`src/rtl/llc_cache.sv`:
```
// llc_cache: set-associative last-level cache with MESI line state, tree pseudo-LRU replacement,
// bus/snoop/L1 message outputs and a one-cycle evict step. Define LLC_DEBUG_EN for $display tracing.
module llc_cache #(
    parameter int unsigned SETS       = 16,
    parameter int unsigned WAYS       = 4,
    parameter int unsigned LINE_BYTES = 64
) (
    input  logic        clk,
    input  logic        rst,
    input  logic [31:0] addr,
    input  logic [3:0]  op,
    output logic [31:0] cacheRds,
    output logic [31:0] cacheWrs,
    output logic [31:0] cacheHits,
    output logic [31:0] cacheMisses,
    output logic [2:0]  busOp,
    output logic [1:0]  snoopResult,
    output logic [2:0]  message,
    output logic [1 + $clog2(WAYS) + 2 + (32 - $clog2(LINE_BYTES) - $clog2(SETS)) - 1:0] cache
);

    localparam int unsigned OFF_W  = $clog2(LINE_BYTES);
    localparam int unsigned IDX_W  = $clog2(SETS);
    localparam int unsigned WAY_W  = $clog2(WAYS);
    localparam int unsigned TAG_W  = 32 - OFF_W - IDX_W;
    localparam int unsigned PLRU_W = WAYS - 1;
    localparam int unsigned NODE_W = (PLRU_W > 1) ? $clog2(PLRU_W) : 1;

    localparam logic [3:0] OP_RD_D   = 4'd0;
    localparam logic [3:0] OP_WR_D   = 4'd1;
    localparam logic [3:0] OP_RD_I   = 4'd2;
    localparam logic [3:0] OP_SNP_RD = 4'd3;
    localparam logic [3:0] OP_SNP_WR = 4'd4;
    localparam logic [3:0] OP_SNP_RX = 4'd5;
    localparam logic [3:0] OP_SNP_IV = 4'd6;
    localparam logic [3:0] OP_IDLE   = 4'd7;
    localparam logic [3:0] OP_CLEAR  = 4'd8;
    localparam logic [3:0] OP_PRINT  = 4'd9;

    typedef enum logic [1:0] {MESI_I = 2'd0, MESI_S = 2'd1, MESI_E = 2'd2, MESI_M = 2'd3} mesi_e;
    typedef enum logic [2:0] {BUS_NOOP = 3'd0, BUS_READ = 3'd1, BUS_WRITE = 3'd2,
                              BUS_INVALIDATE = 3'd3, BUS_RWIM = 3'd4} bus_e;
    typedef enum logic [1:0] {SNP_NOHIT = 2'd0, SNP_HIT = 2'd1, SNP_HITM = 2'd2} snp_e;
    typedef enum logic [2:0] {MSG_NONE = 3'd0, MSG_GETLINE = 3'd1, MSG_SENDLINE = 3'd2,
                              MSG_INVALIDATELINE = 3'd3, MSG_EVICTLINE = 3'd4} msg_e;
    typedef enum logic {ST_IDLE = 1'b0, ST_EVICT = 1'b1} fsm_e;

    typedef struct packed {
        logic             hit;
        logic [WAY_W-1:0] way;
        mesi_e            st;
        logic [TAG_W-1:0] tag;
    } line_info_t;

    fsm_e             state_q, state_d;
    mesi_e            mesi_q [SETS][WAYS];
    mesi_e            mesi_d [SETS][WAYS];
    logic [TAG_W-1:0] tag_q  [SETS][WAYS];
    logic [TAG_W-1:0] tag_d  [SETS][WAYS];
    logic [PLRU_W-1:0] plru_q [SETS];
    logic [PLRU_W-1:0] plru_d [SETS];
    logic [31:0]      rds_q, rds_d, wrs_q, wrs_d, hits_q, hits_d, misses_q, misses_d;
    bus_e             bus_op_q, bus_op_d;
    snp_e             snoop_q, snoop_d;
    msg_e             msg_q, msg_d;
    line_info_t       cache_q, cache_d;
    logic             pend_wr_q, pend_wr_d;
    logic [IDX_W-1:0] pend_idx_q, pend_idx_d;
    logic [TAG_W-1:0] pend_tag_q, pend_tag_d;
    logic [WAY_W-1:0] pend_way_q, pend_way_d;
    snp_e             pend_snp_q, pend_snp_d;

    logic [IDX_W-1:0] req_idx;
    logic [TAG_W-1:0] req_tag;
    logic             hit, has_inv, is_wr;
    logic [WAY_W-1:0] hit_way, inv_way, victim;
    mesi_e            cur_st, new_st, fill_st;
    snp_e             other;
    logic             unused_addr_bits;

    assign unused_addr_bits = ^addr[OFF_W-1:2];

    // Tree walk: node bit 0 steers the victim left, 1 right; children of n are 2n+1 and 2n+2.
    function automatic logic [WAY_W-1:0] plru_victim(input logic [PLRU_W-1:0] t);
        logic [WAY_W-1:0] w;
        int unsigned      node;
        logic             dir;
        w    = '0;
        node = 0;
        for (int l = 0; l < WAY_W; l++) begin
            dir  = t[NODE_W'(node)];
            w    = WAY_W'({w, dir});
            node = 2 * node + 1 + 32'(dir);
        end
        return w;
    endfunction

    function automatic logic [PLRU_W-1:0] plru_touch(input logic [PLRU_W-1:0] t,
                                                     input logic [WAY_W-1:0]  way);
        logic [PLRU_W-1:0] r;
        logic [WAY_W-1:0]  w;
        int unsigned       node;
        logic              dir;
        r    = t;
        w    = way;
        node = 0;
        for (int l = 0; l < WAY_W; l++) begin
            dir                = w[WAY_W-1];
            r[NODE_W'(node)]   = ~dir;
            node               = 2 * node + 1 + 32'(dir);
            w                  = w << 1;
        end
        return r;
    endfunction

    // Other caches' response to our bus op, modelled from the low address bits.
    function automatic snp_e other_resp(input logic [1:0] a);
        if (a == 2'b00)      return SNP_HIT;
        else if (a == 2'b01) return SNP_HITM;
        else                 return SNP_NOHIT;
    endfunction

    // Lookup, victim choice and next-state / output computation.
    always_comb begin
        state_d    = state_q;
        mesi_d     = mesi_q;
        tag_d      = tag_q;
        plru_d     = plru_q;
        rds_d      = rds_q;
        wrs_d      = wrs_q;
        hits_d     = hits_q;
        misses_d   = misses_q;
        bus_op_d   = BUS_NOOP;
        snoop_d    = SNP_NOHIT;
        msg_d      = MSG_NONE;
        cache_d    = cache_q;
        pend_wr_d  = pend_wr_q;
        pend_idx_d = pend_idx_q;
        pend_tag_d = pend_tag_q;
        pend_way_d = pend_way_q;
        pend_snp_d = pend_snp_q;

        req_idx = addr[OFF_W +: IDX_W];
        req_tag = addr[31 -: TAG_W];
        other   = other_resp(addr[1:0]);
        is_wr   = (op == OP_WR_D);
        hit     = 1'b0;
        hit_way = '0;
        has_inv = 1'b0;
        inv_way = '0;
        for (int w = 0; w < WAYS; w++) begin
            if (!hit && mesi_q[req_idx][WAY_W'(w)] != MESI_I
                     && tag_q[req_idx][WAY_W'(w)] == req_tag) begin
                hit     = 1'b1;
                hit_way = WAY_W'(w);
            end
        end
        for (int w = WAYS - 1; w >= 0; w--) begin
            if (mesi_q[req_idx][WAY_W'(w)] == MESI_I) begin
                has_inv = 1'b1;
                inv_way = WAY_W'(w);
            end
        end
        victim  = plru_victim(plru_q[req_idx]);
        cur_st  = hit ? mesi_q[req_idx][hit_way] : MESI_I;
        new_st  = cur_st;
        fill_st = is_wr ? MESI_M : ((other == SNP_NOHIT) ? MESI_E : MESI_S);

        if (state_q == ST_EVICT) begin
            // Fill cycle: the op on the inputs this cycle is dropped.
            new_st = pend_wr_q ? MESI_M : ((pend_snp_q == SNP_NOHIT) ? MESI_E : MESI_S);
            mesi_d[pend_idx_q][pend_way_q] = new_st;
            tag_d[pend_idx_q][pend_way_q]  = pend_tag_q;
            plru_d[pend_idx_q] = plru_touch(plru_q[pend_idx_q], pend_way_q);
            bus_op_d = pend_wr_q ? BUS_RWIM : BUS_READ;
            snoop_d  = pend_snp_q;
            msg_d    = MSG_SENDLINE;
            cache_d  = '{hit: 1'b0, way: pend_way_q, st: new_st, tag: pend_tag_q};
            state_d  = ST_IDLE;
        end else begin
            case (op)
                OP_RD_D, OP_WR_D, OP_RD_I: begin
                    if (is_wr) wrs_d = wrs_q + 32'd1;
                    else       rds_d = rds_q + 32'd1;
                    snoop_d = other;
                    msg_d   = MSG_SENDLINE;
                    if (hit) begin
                        hits_d = hits_q + 32'd1;
                        plru_d[req_idx] = plru_touch(plru_q[req_idx], hit_way);
                        if (is_wr) begin
                            if (cur_st == MESI_S) bus_op_d = BUS_INVALIDATE;
                            new_st = MESI_M;
                        end
                        mesi_d[req_idx][hit_way] = new_st;
                        cache_d = '{hit: 1'b1, way: hit_way, st: new_st, tag: req_tag};
                    end else if (has_inv) begin
                        misses_d = misses_q + 32'd1;
                        mesi_d[req_idx][inv_way] = fill_st;
                        tag_d[req_idx][inv_way]  = req_tag;
                        plru_d[req_idx] = plru_touch(plru_q[req_idx], inv_way);
                        bus_op_d = is_wr ? BUS_RWIM : BUS_READ;
                        cache_d  = '{hit: 1'b0, way: inv_way, st: fill_st, tag: req_tag};
                    end else begin
                        misses_d = misses_q + 32'd1;
                        msg_d    = MSG_EVICTLINE;
                        bus_op_d = (mesi_q[req_idx][victim] == MESI_M) ? BUS_WRITE : BUS_NOOP;
                        mesi_d[req_idx][victim] = MESI_I;
                        cache_d    = '{hit: 1'b0, way: victim, st: MESI_I,
                                       tag: tag_q[req_idx][victim]};
                        pend_wr_d  = is_wr;
                        pend_idx_d = req_idx;
                        pend_tag_d = req_tag;
                        pend_way_d = victim;
                        pend_snp_d = other;
                        state_d    = ST_EVICT;
                    end
                end
                OP_SNP_RD: begin
                    if (hit) begin
                        snoop_d = (cur_st == MESI_M) ? SNP_HITM : SNP_HIT;
                        if (cur_st == MESI_M) begin
                            bus_op_d = BUS_WRITE;
                            msg_d    = MSG_GETLINE;
                        end
                        new_st = MESI_S;
                        mesi_d[req_idx][hit_way] = new_st;
                    end
                    cache_d = '{hit: hit, way: hit_way, st: new_st, tag: req_tag};
                end
                OP_SNP_WR: begin
                    cache_d = '{hit: hit, way: hit_way, st: cur_st, tag: req_tag};
                end
                OP_SNP_RX: begin
                    if (hit) begin
                        snoop_d = (cur_st == MESI_M) ? SNP_HITM : SNP_HIT;
                        if (cur_st == MESI_M) bus_op_d = BUS_WRITE;
                        msg_d  = MSG_INVALIDATELINE;
                        new_st = MESI_I;
                        mesi_d[req_idx][hit_way] = new_st;
                    end
                    cache_d = '{hit: hit, way: hit_way, st: new_st, tag: req_tag};
                end
                OP_SNP_IV: begin
                    if (hit && cur_st == MESI_S) begin
                        snoop_d = SNP_HIT;
                        msg_d   = MSG_INVALIDATELINE;
                        new_st  = MESI_I;
                        mesi_d[req_idx][hit_way] = new_st;
                    end
                    cache_d = '{hit: hit, way: hit_way, st: new_st, tag: req_tag};
                end
                OP_CLEAR: begin
                    mesi_d   = '{default: MESI_I};
                    tag_d    = '{default: '0};
                    plru_d   = '{default: '0};
                    rds_d    = '0;
                    wrs_d    = '0;
                    hits_d   = '0;
                    misses_d = '0;
                    cache_d  = '0;
                end
                default: ;
            endcase
        end
    end

    always_ff @(posedge clk) begin
        if (rst) begin
            state_q    <= ST_IDLE;
            mesi_q     <= '{default: MESI_I};
            tag_q      <= '{default: '0};
            plru_q     <= '{default: '0};
            rds_q      <= '0;
            wrs_q      <= '0;
            hits_q     <= '0;
            misses_q   <= '0;
            bus_op_q   <= BUS_NOOP;
            snoop_q    <= SNP_NOHIT;
            msg_q      <= MSG_NONE;
            cache_q    <= '0;
            pend_wr_q  <= 1'b0;
            pend_idx_q <= '0;
            pend_tag_q <= '0;
            pend_way_q <= '0;
            pend_snp_q <= SNP_NOHIT;
        end else begin
            state_q    <= state_d;
            mesi_q     <= mesi_d;
            tag_q      <= tag_d;
            plru_q     <= plru_d;
            rds_q      <= rds_d;
            wrs_q      <= wrs_d;
            hits_q     <= hits_d;
            misses_q   <= misses_d;
            bus_op_q   <= bus_op_d;
            snoop_q    <= snoop_d;
            msg_q      <= msg_d;
            cache_q    <= cache_d;
            pend_wr_q  <= pend_wr_d;
            pend_idx_q <= pend_idx_d;
            pend_tag_q <= pend_tag_d;
            pend_way_q <= pend_way_d;
            pend_snp_q <= pend_snp_d;
        end
    end

    assign cacheRds    = rds_q;
    assign cacheWrs    = wrs_q;
    assign cacheHits   = hits_q;
    assign cacheMisses = misses_q;
    assign busOp       = bus_op_q;
    assign snoopResult = snoop_q;
    assign message     = msg_q;
    assign cache       = cache_q;

`ifdef LLC_DEBUG_EN
    // Trace of accepted ops, plus a dump of valid lines on print.
    always @(posedge clk) begin
        if (!rst && state_q == ST_IDLE && op <= OP_PRINT && op != OP_IDLE) begin
            $display("llc op=%0d addr=%h busOp=%0d snoopResult=%0d message=%0d",
                     op, addr, bus_op_d, snoop_d, msg_d);
            if (op == OP_PRINT) begin
                for (int s = 0; s < SETS; s++) begin
                    for (int w = 0; w < WAYS; w++) begin
                        if (mesi_q[IDX_W'(s)][WAY_W'(w)] != MESI_I)
                            $display("llc set=%0d way=%0d tag=%h mesi=%0d", s, w,
                                     tag_q[IDX_W'(s)][WAY_W'(w)], mesi_q[IDX_W'(s)][WAY_W'(w)]);
                    end
                end
            end
        end
    end
`endif

endmodule

```
`config.mk`:
```
export PLATFORM = sky130hd
export DESIGN_NAME = llc_cache
export DESIGN_NICKNAME = d
export VERILOG_FILES = /design/src/rtl/llc_cache.sv
export SDC_FILE = /design/constraint.sdc
export NUM_CORES = 2
export LEC_CHECK = 0
export CAP_MARGIN = 30
export CORE_MARGIN = 1.5
export CORE_UTILIZATION = 55
export DETAILED_ROUTE_END_ITERATION = 8
export PLACE_DENSITY = 0.83
export SKIP_CTS_REPAIR_TIMING = 1
export SLEW_MARGIN = 30
export SYNTH_ARGS = -nofsm -noshare
export SYNTH_HDL_FRONTEND = slang
export SYNTH_SLANG_ARGS = --single-unit
```
`constraint.sdc`:
```
create_clock -name clk -period 6.15 [get_ports clk]
set_input_delay 1.23 -clock clk [delete_from_list [all_inputs] [get_ports clk]]
set_output_delay 1.23 -clock clk [all_outputs]
set_load 0.01 [all_outputs]
```
==> impl_metrics.json <==
{
  "status": "finished, final reports clean",
  "required_ns": 6.69,
  "worstSetupPathType": "in -> reg",
  "clk_latency_ns": 0.66,
  "postSynth.asyncResetShare_pct": 0,
  "die_x_um": 281.3,
  "worst_pin_slew_ns": 1.015,
  "holdCritStartpoint": "tag_q[677]$_SDFFE_PP0P_",
  "multi_input_area_sq_um": 21540,
  "dp_hpwl_um": 82710,
  "route.detailed.drc": 0,
  "met3_usage_pct": 7.548,
  "finalHoldViolations": 0,
  "reg2reg_depth": 13,
  "nets": 5187,
  "setup_viol": 0,
  "worstHoldPathType": "reg -> reg",
  "drtIter0Drc": 5531,
  "clkTransAtPathRegs_ns": 0.06,
  "grt_max_degree": 142,
  "synthMuxAreaShare_pct": 12.07,
  "netlist_instances": 5134,
  "numCtsBuffers": 93,
  "synth-edff-count": 0,
  "synth_flop_cell": "dfxtp_1",
  "grt-busiest-layer": "met2",
  "root_buffer": "clkbuf_16",
  "syn_area_sq_um": 42600,
  "io_buffer_count": 194,
  "syn_avg_cell_area_sq_um": 8.298,
  "slew_headroom_pct": 32.31,
  "yosys_warnings": 0,
  "drive_above_1_share_pct": 11.41,
  "synth_simple_gate_area_share_pct": 20.59,
  "fin_area_sq_um": 48560,
  "coreArea_sq_um": 76330,
  "met1_usage_pct": 42.48,
  "synth_compound_area_share_pct": 14.43,
  "synth_top_family_by_area": "simple AND/OR/NAND/NOR gates",
  "use_met2_pct": 51.90,
  "worst_setup_path_start_kind": "input pin",
  "wirelength_um": 135200,
  "area_growth_pct": 13.99,
  "grt_pass1_wl_um": 208500,
  "tns_ns": 0,
  "viasPerCell": 6.344,
  "cts_tree": "built",
  "r2r_start": "tag_q[72]$_SDFFE_PP0P_",
  "diodes": 0,
  "cp-end-kind": "flop",
  "max_freq_mhz": 183.7,
  "ant_nets": 0,
  "finalClockSkew_ns": 0.02954,
  "ys_seq_elements": 929,
  "rsz0062_at_grt": "false",
  "synth_cell_type_count": 84,
  "worst-path-max-fanout": 48,
  "rows": 101,
  "cts.sinks": 929,
  "p_per_area_nw_per_um2": 260.2,
  "whs_endpoint": "tag_q[677]$_SDFFE_PP0P_",
  "post-route-min-period_ns": 5.443,
  "reg2reg_slack_ns": 1.87,
  "seq_area_sq_um": 18600,
  "clk_path_buf_depth": 3,
  "finalCritPeriodShare_pct": 88.51,
  "place_area_sq_um": 45500,
  "vias": 39610,
  "synthXorXnorAreaFrac_pct": 3.125,
  "fp.dieH_um": 281.3,
  "ys_seq_area_share_pct": 43.65,
  "ctsHtreeMaxLevel": 3,
  "antenna_found_initial": 1,
  "fillCellCount": 6055,
  "post_drt_wl_per_cell_um": 21.65,
  "crit_arrival_ns": 5.99,
  "grt_usage_pct": 33.24,
  "slew_viol_final": 0,
  "min_delay_path_depth": 2,
  "dieArea_sq_um": 79140,
  "synthAdderAreaFrac_pct": 0.1175,
  "grt_pass1_vias": 37730,
  "ir_worst_vdd_mv": 0.1925,
  "mostFrequentLayoutCell": "nand2_1",
  "maxCapViolations": 0,
  "leakagePower_nw": 16.15,
  "rr_endpoint": "mesi_q[22]$_SDFFE_PP0P_",
  "drt_pass1_iterations": 8,
  "start_util_pct": 55.82,
  "final_cell_mix": "nand2_1, dfxtp_1, a21oi_1",
  "grt-ovfl-total": 0,
  "ioPinCount": 201,
  "globalplace.congestion": 0.9234
}
-- worst max-delay path, stage by stage --
cell and delay, ns:
buf_8 0.33, buf_12 0.37, mux4_2 0.56, mux2i_1 0.27, xor2_1 0.24, nand3_1 0.11, nor3_1 0.39, o2111ai_1 0.29
nor4b_4 0.32, buf_4 0.25, buf_4 0.25, nor2_1 0.13, o2bb2ai_1 0.35, nand4b_2 0.45, o221ai_1 0.34
-- sequential cells by signal, indices dropped and copies added, names as in the netlist --
signal and cells:
busOp 3, cache 26, cacheHits 32, cacheMisses 32
cacheRds 32, cacheWrs 32, mesi_q 64, message 2
snoopResult 2, tag_q 704
-- Yosys cell counts (all sizes together) (5+ instances only) --
cell,n,area (sq um)
nand2,1325,4976
dfxtp,929,18600
a21oi,789,3949
nand3,331,1657
clkbuf,308,1157
nor2,204,765.7
buf,167,1012
mux4,144,3243
mux2i,138,1381
inv,103,386.6
xnor2,76,665.6
xor2,76,665.6
o32ai,47,411.6
mux2,46,518.0
o21ai,44,239.0
nor3,38,190.2
and2,35,219.0
and3,33,206.5
o22ai,29,181.4
a22oi,27,202.7
nand4,24,150.1
nor4,21,150.2
or3,15,98.84
a221oi,14,122.6
nor2b,13,81.33
o211ai,12,105.1
nand2b,10,62.56
o2111ai,10,87.58
o221ai,10,87.58
a2111oi,9,92.59
o21a,9,67.56
a22o,7,61.31
o31ai,7,52.55
nor4b,6,65.06
o2111a,6,67.56
a211oi,5,37.54
a31oi,5,37.53
or2,5,31.28
-- layout make-up --
type,count,share of cell area [%]
Clock buffer,131,5.501
Clock inverter,33,0.6957
Inverter,103,0.7961
Multi-Input combinational cell,3628,44.35
Sequential cell,929,38.30
Tap cell,1030,2.654
Timing Repair Buffer,390,7.706
-- cells by family after synthesis --
logic type      count (synthesis)
compound gates               1069
other cells                     1
buf+inv                       578
flops                         929
fa+ha+maj                       4
xor+xnor                      152
simple gates                 2073
mux                           328
-- worst max-delay path by stage --
stage                       start                        to  slack [ns]  cells after the start
after floorplan           addr[7]  mesi_q[126]$_SDFFE_PP0P_        1.32                     16
after global placement    addr[7]   mesi_q[55]$_SDFFE_PP0P_        0.39                     15
after detailed placement  addr[7]   mesi_q[22]$_SDFFE_PP0P_        0.29                     15
after CTS                 addr[7]   mesi_q[22]$_SDFFE_PP0P_        0.89                     15
after global routing      addr[7]   mesi_q[22]$_SDFFE_PP0P_        0.66                     15
final                     addr[7]   mesi_q[22]$_SDFFE_PP0P_        0.71                     15
-- power by group --
part           internal, mW  total (mW)  leakage, nW  switching (mW)
sequential             6.05        6.06         7.49          0.0177
combinational         0.265       0.900         7.16           0.635
clock                  3.24        5.67         1.50            2.44
total                  9.55        12.6         16.2            3.09
-- metal layers --
metal	wire, um	vias up	share of wire, %
met5	10	-	0.0074
met4	8190	2	6.1
met3	17070	591	13
met2	59960	2704	44
met1	49930	18686	37
li1	-	17627	-
-- per-stage QoR --
stage	power, mW	utilization (%)	hold slack (ns)	worst slack (ns)	std cells
6_report	12.64	63.62	0.4515	0.7067	6244
5_1_grt	12.94	63.62	0.4669	0.6583	6244
3_5_place_dp	7.054	59.61	0.4431	0.2916	6078
2_1_floorplan	6.756	-	0.4273	1.320	5135
3_3_place_gp	7.046	59.57	0.4378	0.3938	6077
4_1_cts	12.62	63.56	0.4515	0.8900	6242
Power figures use the tool's default switching activity.
